### config.mk
export PLATFORM = sky130hd
export DESIGN_NAME = fft_seq_ctrl
export DESIGN_NICKNAME = d
export VERILOG_FILES = /design/src/rtl/fft_seq_pkg.sv /design/src/rtl/fft_seq_cnt.sv /design/src/rtl/fft_seq_ctrl.sv
export SDC_FILE = /design/constraint.sdc
export NUM_CORES = 1
export LEC_CHECK = 0
export ABC_AREA = 1
export BUFFER_PORTS_ARGS = -buffer_cell sky130_fd_sc_hd__buf_2
export CAP_MARGIN = 20
export CORE_MARGIN = 4
export CORE_UTILIZATION = 42
export DETAILED_ROUTE_END_ITERATION = 6
export PLACE_DENSITY_LB_ADDON = 0.08
export SLEW_MARGIN = 20
export SYNTH_ARGS = -nofsm -noshare
export SYNTH_HDL_FRONTEND = slang
export SYNTH_SLANG_ARGS = --single-unit
### constraint.sdc
create_clock -name wb_clk_i -period 1.5 [get_ports wb_clk_i]
set_input_delay 0.225 -clock wb_clk_i [delete_from_list [all_inputs] [get_ports wb_clk_i]]
set_output_delay 0.225 -clock wb_clk_i [all_outputs]
set_load 0.02 [all_outputs]
### src/rtl/fft_seq_pkg.sv
// Shared definitions for the FFT sequencing controller: default sizes,
// index width and FSM state encoding.
package fft_seq_pkg;

    localparam int NPTS_DEF = 128;
    localparam int IW_DEF   = 16;
    localparam int OW_DEF   = 20;
    localparam int TMO_DEF  = 4096;
    localparam int IDXW     = $clog2(NPTS_DEF);

    typedef logic [2:0] state_t;

    localparam state_t ST_IDLE   = 3'd0;
    localparam state_t ST_START  = 3'd1;
    localparam state_t ST_LOAD   = 3'd2;
    localparam state_t ST_WAIT   = 3'd3;
    localparam state_t ST_UNLOAD = 3'd4;
    localparam state_t ST_DONE   = 3'd5;

endpackage

### src/rtl/fft_seq_cnt.sv
// Loadable up-counter with a terminal-count flag (count == TC).
module fft_seq_cnt #(
    parameter int W  = 7,
    parameter int TC = (1 << W) - 1
) (
    input  logic         wb_clk_i,
    input  logic         wb_rst_i,
    input  logic         load,
    input  logic [W-1:0] load_val,
    input  logic         en,
    output logic [W-1:0] count,
    output logic         tc
);

    always_ff @(posedge wb_clk_i) begin
        if (wb_rst_i)
            count <= '0;
        else if (load)
            count <= load_val;
        else if (en)
            count <= count + 1'b1;
    end

    assign tc = (count == W'(TC));

endmodule

### src/rtl/fft_seq_ctrl.sv
// Sequencer that feeds NPTS samples into a streaming FFT core and collects its results.
// Optional WAIT timeout with sticky err_o is enabled by defining FFT_SEQ_TIMEOUT_EN.
module fft_seq_ctrl
    import fft_seq_pkg::*;
#(
    parameter int NPTS = NPTS_DEF,
    parameter int IW   = IW_DEF,
    parameter int OW   = OW_DEF,
    parameter int TMO  = TMO_DEF
) (
    input  logic                    wb_clk_i,
    input  logic                    wb_rst_i,
    input  logic                    go_i,
    input  logic                    abort_i,
    input  logic [3:0]              cfg_shift_i,
    output logic                    busy_o,
    output logic                    done_o,
    output logic                    err_o,
    input  logic                    in_valid_i,
    output logic                    in_ready_o,
    input  logic [IW-1:0]           in_re_i,
    input  logic [IW-1:0]           in_im_i,
    output logic                    fft_start_o,
    output logic                    fft_ed_o,
    output logic [IW-1:0]           fft_dr_o,
    output logic [IW-1:0]           fft_di_o,
    output logic [3:0]              fft_shift_o,
    input  logic                    fft_rdy_i,
    input  logic [OW-1:0]           fft_dor_i,
    input  logic [OW-1:0]           fft_doi_i,
    output logic                    out_valid_o,
    output logic [OW-1:0]           out_re_o,
    output logic [OW-1:0]           out_im_o,
    output logic [$clog2(NPTS)-1:0] out_idx_o
);

    localparam int XW = $clog2(NPTS);

    state_t          state;
    state_t          state_nxt;
    logic [3:0]      shift_q;
    logic            done_q;
    logic [XW-1:0]   idx_cnt;
    logic            idx_tc;
    logic            go_acc;
    logic            accept;
    logic            capture;
    logic            timeout;

    assign go_acc  = (state == ST_IDLE) && go_i;
    assign accept  = (state == ST_LOAD) && in_valid_i;
    assign capture = !abort_i && (((state == ST_WAIT) && fft_rdy_i) || (state == ST_UNLOAD));

    // One index counter serves both the input sample count and the output index.
    fft_seq_cnt #(.W(XW), .TC(NPTS - 1)) u_idx_cnt (
        .wb_clk_i (wb_clk_i),
        .wb_rst_i (wb_rst_i),
        .load     (go_acc || (accept && idx_tc)),
        .load_val ('0),
        .en       (accept || capture),
        .count    (idx_cnt),
        .tc       (idx_tc)
    );

`ifdef FFT_SEQ_TIMEOUT_EN
    localparam int TW = $clog2(TMO);

    logic [TW-1:0] tmo_cnt;
    logic          tmo_tc;
    logic          err_q;

    fft_seq_cnt #(.W(TW), .TC(TMO - 1)) u_tmo_cnt (
        .wb_clk_i (wb_clk_i),
        .wb_rst_i (wb_rst_i),
        .load     (state != ST_WAIT),
        .load_val ('0),
        .en       (state == ST_WAIT),
        .count    (tmo_cnt),
        .tc       (tmo_tc)
    );

    assign timeout = (state == ST_WAIT) && tmo_tc && !fft_rdy_i && !abort_i;

    always_ff @(posedge wb_clk_i) begin
        if (wb_rst_i)
            err_q <= 1'b0;
        else if (go_acc)
            err_q <= 1'b0;
        else if (timeout)
            err_q <= 1'b1;
    end

    assign err_o = err_q;
`else
    assign timeout = 1'b0;
    assign err_o   = 1'b0;
`endif

    always_comb begin
        state_nxt = state;
        case (state)
            ST_IDLE:   if (go_i) state_nxt = ST_START;
            ST_START:  state_nxt = ST_LOAD;
            ST_LOAD:   if (accept && idx_tc) state_nxt = ST_WAIT;
            ST_WAIT:   if (fft_rdy_i) state_nxt = ST_UNLOAD;
                       else if (timeout) state_nxt = ST_IDLE;
            ST_UNLOAD: if (idx_tc) state_nxt = ST_DONE;
            ST_DONE:   state_nxt = ST_IDLE;
            default:   state_nxt = ST_IDLE;
        endcase
        if (state != ST_IDLE && abort_i)
            state_nxt = ST_IDLE;
    end

    // done_o is registered so it trails the final out_valid_o by one cycle.
    always_ff @(posedge wb_clk_i) begin
        if (wb_rst_i) begin
            state       <= ST_IDLE;
            shift_q     <= '0;
            done_q      <= 1'b0;
            out_valid_o <= 1'b0;
            out_re_o    <= '0;
            out_im_o    <= '0;
            out_idx_o   <= '0;
        end else begin
            state       <= state_nxt;
            done_q      <= (state == ST_DONE) && !abort_i;
            out_valid_o <= capture;
            if (go_acc)
                shift_q <= cfg_shift_i;
            if (capture) begin
                out_re_o  <= fft_dor_i;
                out_im_o  <= fft_doi_i;
                out_idx_o <= idx_cnt;
            end
        end
    end

    assign done_o      = done_q;
    assign busy_o      = (state != ST_IDLE);
    assign in_ready_o  = (state == ST_LOAD);
    assign fft_start_o = (state == ST_START);
    assign fft_ed_o    = (state == ST_LOAD) ? in_valid_i
                                            : ((state == ST_WAIT) || (state == ST_UNLOAD));
    assign fft_dr_o    = (state == ST_LOAD) ? in_re_i : '0;
    assign fft_di_o    = (state == ST_LOAD) ? in_im_i : '0;
    assign fft_shift_o = shift_q;

endmodule
==> results_dict.tcl, run 1 <==
set metrics [dict create \
    status "finished with violations" \
    violations "negative setup slack" \
    drcViolationCount 0 \
    regToRegSetupSlack_ps 40 \
    hp-start "abort_i" \
    grt-ovfl-total 0 \
    place_area_um2 3970 \
    antenna_found_initial 0 \
    drive_gt1_share_pct 50.6 \
    wl_um 8730 \
    fmax_ghz 0.638 \
    diodes 0 \
    regArea_um2 1270 \
    cts_root_buf "clkbuf_8" \
    fin_ws_ps -68.3 \
    grt_pass1_vias 3038 \
    grt_max_degree 48 \
    hold_violations 0 \
    port_buffers 170 \
    htree_num_levels 3 \
    multi_input_area_um2 1490 \
    r2r-start "state[0]$_SDFFE_PP0P_" \
    first_pass_iters 4 \
    synthesis.area_um2 2990 \
    antenna_left 0 \
    synth_fp_nets 474 \
    slew_violations 0 \
    synth_flop_cell "dfxtp_1" \
    initial_core_util_pct 43.5 \
    clkTransAtPathRegs_ps 70 \
    rows 30 \
    yosys.cell_types.count 25 \
    syn2layout_area_growth_pct 52.6 \
    powerDensity_nw_per_um2 1120 \
    synthCells 391 \
    core_area_um2 6870 \
    dr_total_vias 3159 \
    hpwl_um 5820 \
    crit_type "reg -> out" \
    fin_setup_tns_ps -1480 \
    period_minus_slack_ps 1570 \
    routedWlPerCell_um 13.0 \
    synthDominantCellAreaShare_pct 42.2 \
    p_leak_nw 2.15 \
    die_w_um 92.3 \
    start_kind "flop" \
    numCtsBuffers 9 \
    clk_latency_ps 330 \
    grt_use_total_pct 18.8 \
    holdWs_ps 102 \
    fin_crit_sh_pct 105 \
    internal-power_mw 3.39 \
    gp_congestion 0.800 \
    synth_edf_count 0 \
    r2r_cells 7 \
    setup.worst_path.end_class "primary output" \
    cts_buffer_depth 2 \
    async_flop_share_pct 0 \
    synth_area_leader_cell "dfxtp_1" \
    die_h_um 92.3 \
    maxCapViolations 0 \
    worstPathArrival_ps 1340 \
    p_sw_mw 1.72 \
    ys_seq_area_share_pct 42.2 \
    yosys_warnings 0 \
    clock_skew_ps 7.03 \
    finalNetCount 655 \
    swShare_pct 33.6 \
    drt_iter0_drc 116 \
    setup_viol 33 \
    p_comb_share_pct 32.7 \
    cts_tree "done" \
    p_seq_share_pct 36.2 \
    pwr-share-clk_pct 31.1 \
    ir_drop_uv 595 \
    syn_avg_cell_area_um2 7.64 \
    drt-vias-per-instance 4.69 \
    final_core_util_pct 66.4 \
    hold_buffers 0 \
    fill_cells 607 \
    ys_top_cells_by_count "nand2_1, dfxtp_1, a21oi_1, nor2_1, inv_1" \
    rsz0062_at_grt "yes" \
    yosysMostFrequentCell "nand2_1" \
    io_pins 172 \
    ys_ff_latch 63 \
    required_ps 1270 \
    cts.sinks 63 \
    hold_path_depth 2 \
    grt_pass1_wl_um 13200 \
    hold_class "in -> reg" \
    crit_path_start "state[2]$_SDFFE_PP0P_" \
    dieArea_um2 8530 \
    cp_max_fo 22 \
    postLayoutCellArea_um2 4560 \
    synth_area_leaders "dfxtp_1, nand3_2, nand2_1" \
]
layer usage:
layer | part of all wire (%) | global-route usage [%] | vias up
li1 | - | - | 1608
met5 | 0 | 0 | -
met1 | 41 | 21.3 | 1419
met2 | 50 | 33.8 | 125
met4 | 0.72 | 4.08 | 0
met3 | 8.3 | 6.50 | 7
through the flow:
step                setup WS, ps  instances  power [mW]
finish                     -68.3        673        5.11
global route                -141        673        5.38
CTS                        -62.4        668        5.00
detailed placement           106        649        3.22
global placement             109        649        3.21
floorplan                    161        391        2.74
layout make-up:
cell class | instances | area share [%]
Clock buffer | 11 | 2.88
Clock inverter | 5 | 1.81
Inverter | 47 | 3.87
Multi-Input combinational cell | 255 | 32.6
Sequential cell | 63 | 27.9
Tap cell | 96 | 2.64
Timing Repair Buffer | 196 | 28.3
registers in the layout, summed over array words and instances, names as in the netlist:
| register | count |
|---|---|
| done_o | 1 |
| out_im_o | 20 |
| out_valid_o | 1 |
| fft_shift_o | 4 |
| state | 3 |
| out_idx_o | 7 |
| u_idx_cnt.count | 7 |
| out_re_o | 20 |
worst max-delay path, stage by stage (launching register included):
cell     delay, ps
dfxtp_4        370
nor2_4         140
nand2_4         90
buf_12         160
nor2_1         100
buf_4          150
path summary, 6_finish.rpt:
| kind | endpoint |
|---|---|
| worst max-delay path | fft_dr_o[7] |
| worst min-delay path | done_o$_SDFF_PP0_ |
| worst max register to register | out_im_o[1]$_SDFFE_PP0P_ |
| worst min register to register | fft_shift_o[1]$_SDFFE_PP0P_ |
logic make-up (layout without fill, tap and decap cells):
logic type      after synthesis  count (layout)  synth area share [%]
simple gates                183             183                  31.5
fa+ha+maj                     1               1                 0.419
flops                        63              63                  42.2
xor+xnor                      5               5                  1.47
other cells                   1               1                 0.126
buf+inv                      73             259                  11.8
compound gates               65              65                  12.5
placed cells by master, fill, tap and decap left out:
master / instances
ha_1: 1
nand2_8: 1
a21oi_1: 46
xor2_1: 3
nand2_2: 4
nand2_1: 62
nand3_1: 31
buf_12: 5
xnor2_1: 2
a21oi_2: 15
dfxtp_2: 1
clkbuf_1: 2
nor4_1: 1
buf_4: 38
o21ai_0: 4
bufinv_16: 2
dfxtp_1: 60
buf_6: 16
nand2_4: 3
nor2_2: 19
inv_2: 3
nand3_2: 31
inv_1: 44
clkbuf_16: 2
clkinvlp_4: 3
dfxtp_4: 2
clkbuf_8: 9
nor2_4: 3
conb_1: 1
nor2_1: 27
nand3b_1: 1
buf_2: 135
what timing repair did:
action / CTS / global route
endpoints found under the setup margin: 34 / 91
pin swaps: 2 / 5
cloned: 0 / 2
setup buffers: 3 / 4
resized for setup: 55 / 39
power by group through the flow:
stage / Sequential [mW] / Clock (mW) / Combinational, mW
detailed placement: 1.87 / 0 / 1.36
finish: 1.85 / 1.59 / 1.67
floorplan: 1.95 / 0 / 0.786
global route: 1.86 / 1.72 / 1.80
CTS: 1.85 / 1.62 / 1.54
global placement: 1.86 / 0 / 1.34
Power figures use the tool's default switching activity.
==> run 2: changes to the inputs <==
- RECOVER_POWER: not set -> 100
==> run 2 against run 1 <==
Against the previous run: the run still ends with negative setup slack left; final cell count stayed put; sequential power hardly changed; first-iteration DRC count is 4.3% lower; sequential cell count stayed put; worst hold slack hardly changed; worst setup slack hardly changed; power is 0.29% lower; clock power hardly changed; clock skew is 0.64 ps higher; critical path type unchanged; largest power group unchanged.
==> results_dict.tcl, run 2 (same netlist as run 1, synthesis figures left out) <==
set metrics [dict create \
    fin_ws_ps -68.1 \
    status "finished with violations" \
    hold_buffers 0 \
    syn2layout_area_growth_pct 50.3 \
    period_minus_slack_ps 1570 \
    grt_use_total_pct 18.8 \
    port_buffers 170 \
    mostFrequentLayoutCells "buf_2, nand2_1, dfxtp_1" \
    multi_input_area_um2 1490 \
    fill_cells 629 \
    maxCapViolations 0 \
    wl_met2_um 4280 \
    powerDensity_nw_per_um2 1130 \
    numCtsBuffers 9 \
    hold_violations 0 \
    mostFrequentLayoutCell "buf_2" \
    dr_total_vias 3147 \
    setup.worst_path.end_class "primary output" \
    drt_iter0_drc 111 \
    cp_top_family "flip-flops" \
    grt_max_degree 48 \
    clk_latency_ps 330 \
    core_area_um2 6870 \
    first_pass_iters 4 \
    largestRegisters "out_im_o x20, out_re_o x20" \
    ir_drop_uv 595 \
    hold_class "in -> reg" \
    setup_viol 33 \
    place_ws_ps 106 \
    diodes 0 \
    io_pins 172 \
    grt_pass1_wl_um 13200 \
    grt_pass1_vias 3038 \
    initial_core_util_pct 43.5 \
    fmax_ghz 0.638 \
    antenna_found_initial 0 \
    violations "negative setup slack" \
    hpwl_um 5820 \
    dieArea_um2 8530 \
    rows 30 \
    antenna_left 0 \
    crit_chain "nor2_4, nand2_4, buf_12, nor2_1, buf_4" \
    drt-vias-per-instance 4.68 \
    wl_met3_um 711 \
    start_kind "flop" \
    cts.sinks 63 \
    power_mw 5.10 \
    crit_type "reg -> out" \
    die_w_um 92.3 \
    cp.buffers_inverters 2 \
    p_leak_nw 1.92 \
    cts_tree "done" \
    cts_root_buf "clkbuf_8" \
    cts_buffer_depth 2 \
    fin_setup_tns_ps -1470 \
    drive_gt1_share_pct 41.4 \
    drcViolationCount 0 \
    worstPathArrival_ps 1340 \
    rsz0062_at_grt "yes" \
    max_stage_delay_ps 370 \
    stdcell_count 673 \
    fin_crit_sh_pct 105 \
    wl_met1_um 3700 \
    die_h_um 92.3 \
    clkTransAtPathRegs_ps 70 \
    finalNetCount 655 \
    gp_congestion 0.800 \
    routedWlPerCell_um 13.0 \
    regArea_um2 1270 \
    htree_num_levels 3 \
    grt-ovfl-total 0 \
    cp_max_fo 22 \
    required_ps 1270 \
    post-place-cells 649 \
    top_layer_used "met4" \
    wl_um 8750 \
    cpMaxStageDelayCell "dfxtp_4" \
    final_core_util_pct 65.4 \
    clock_skew_ps 7.67 \
    slew_violations 0 \
]
## run 2: changes by cell type in the layout (fill, tap and decap cells not counted)
cell      before  now
buf_2        135   82
clkbuf_1       2   55
## run 2: final timing paths
| path | from | endpoint | slack, ps | cells after the start |
|---|---|---|---|---|
| hold reg to reg | fft_shift_o[1]$_SDFFE_PP0P_ | fft_shift_o[1]$_SDFFE_PP0P_ | 440 | 2 |
| setup / recovery | state[2]$_SDFFE_PP0P_ | fft_dr_o[7] | -70 | 5 |
| hold / removal | abort_i | done_o$_SDFF_PP0_ | 100 | 2 |
| setup reg to reg | state[0]$_SDFFE_PP0P_ | out_im_o[1]$_SDFFE_PP0P_ | 30 | 7 |
## run 2: layout make-up
class	instances	area share, %
clock buffer	11	2.92
timing repair buffer	196	27.3
multi-input combinational	255	33.1
clock inverter	5	1.84
sequential	63	28.3
inverter	47	3.93
tap	96	2.67
## run 2: layer usage
layer  vias up  track usage, %
met4         0            4.08
met2       116            33.8
met3         7            6.50
li1       1607               -
met1      1417            21.3
met5         -               0
## run 2: through the flow
step	cell area, um^2	hold slack, ps
final	4490	102
after global routing	4490	102
after CTS	4350	87.3
after detailed placement	3970	435
after global placement	3970	429
after floorplan	2990	301
## run 2: timing repair
item | CTS | global route
gates resized for setup | 55 | 39
endpoints found under the setup margin | 34 | 91
setup buffers | 3 | 4
cloned | 0 | 2
pin swaps | 2 | 5
## run 2: where the power goes
part | switching, mW | internal (mW)
Combinational | 0.990 | 0.663
Clock | 0.656 | 0.937
Sequential | 0.0748 | 1.78
Total | 1.72 | 3.38
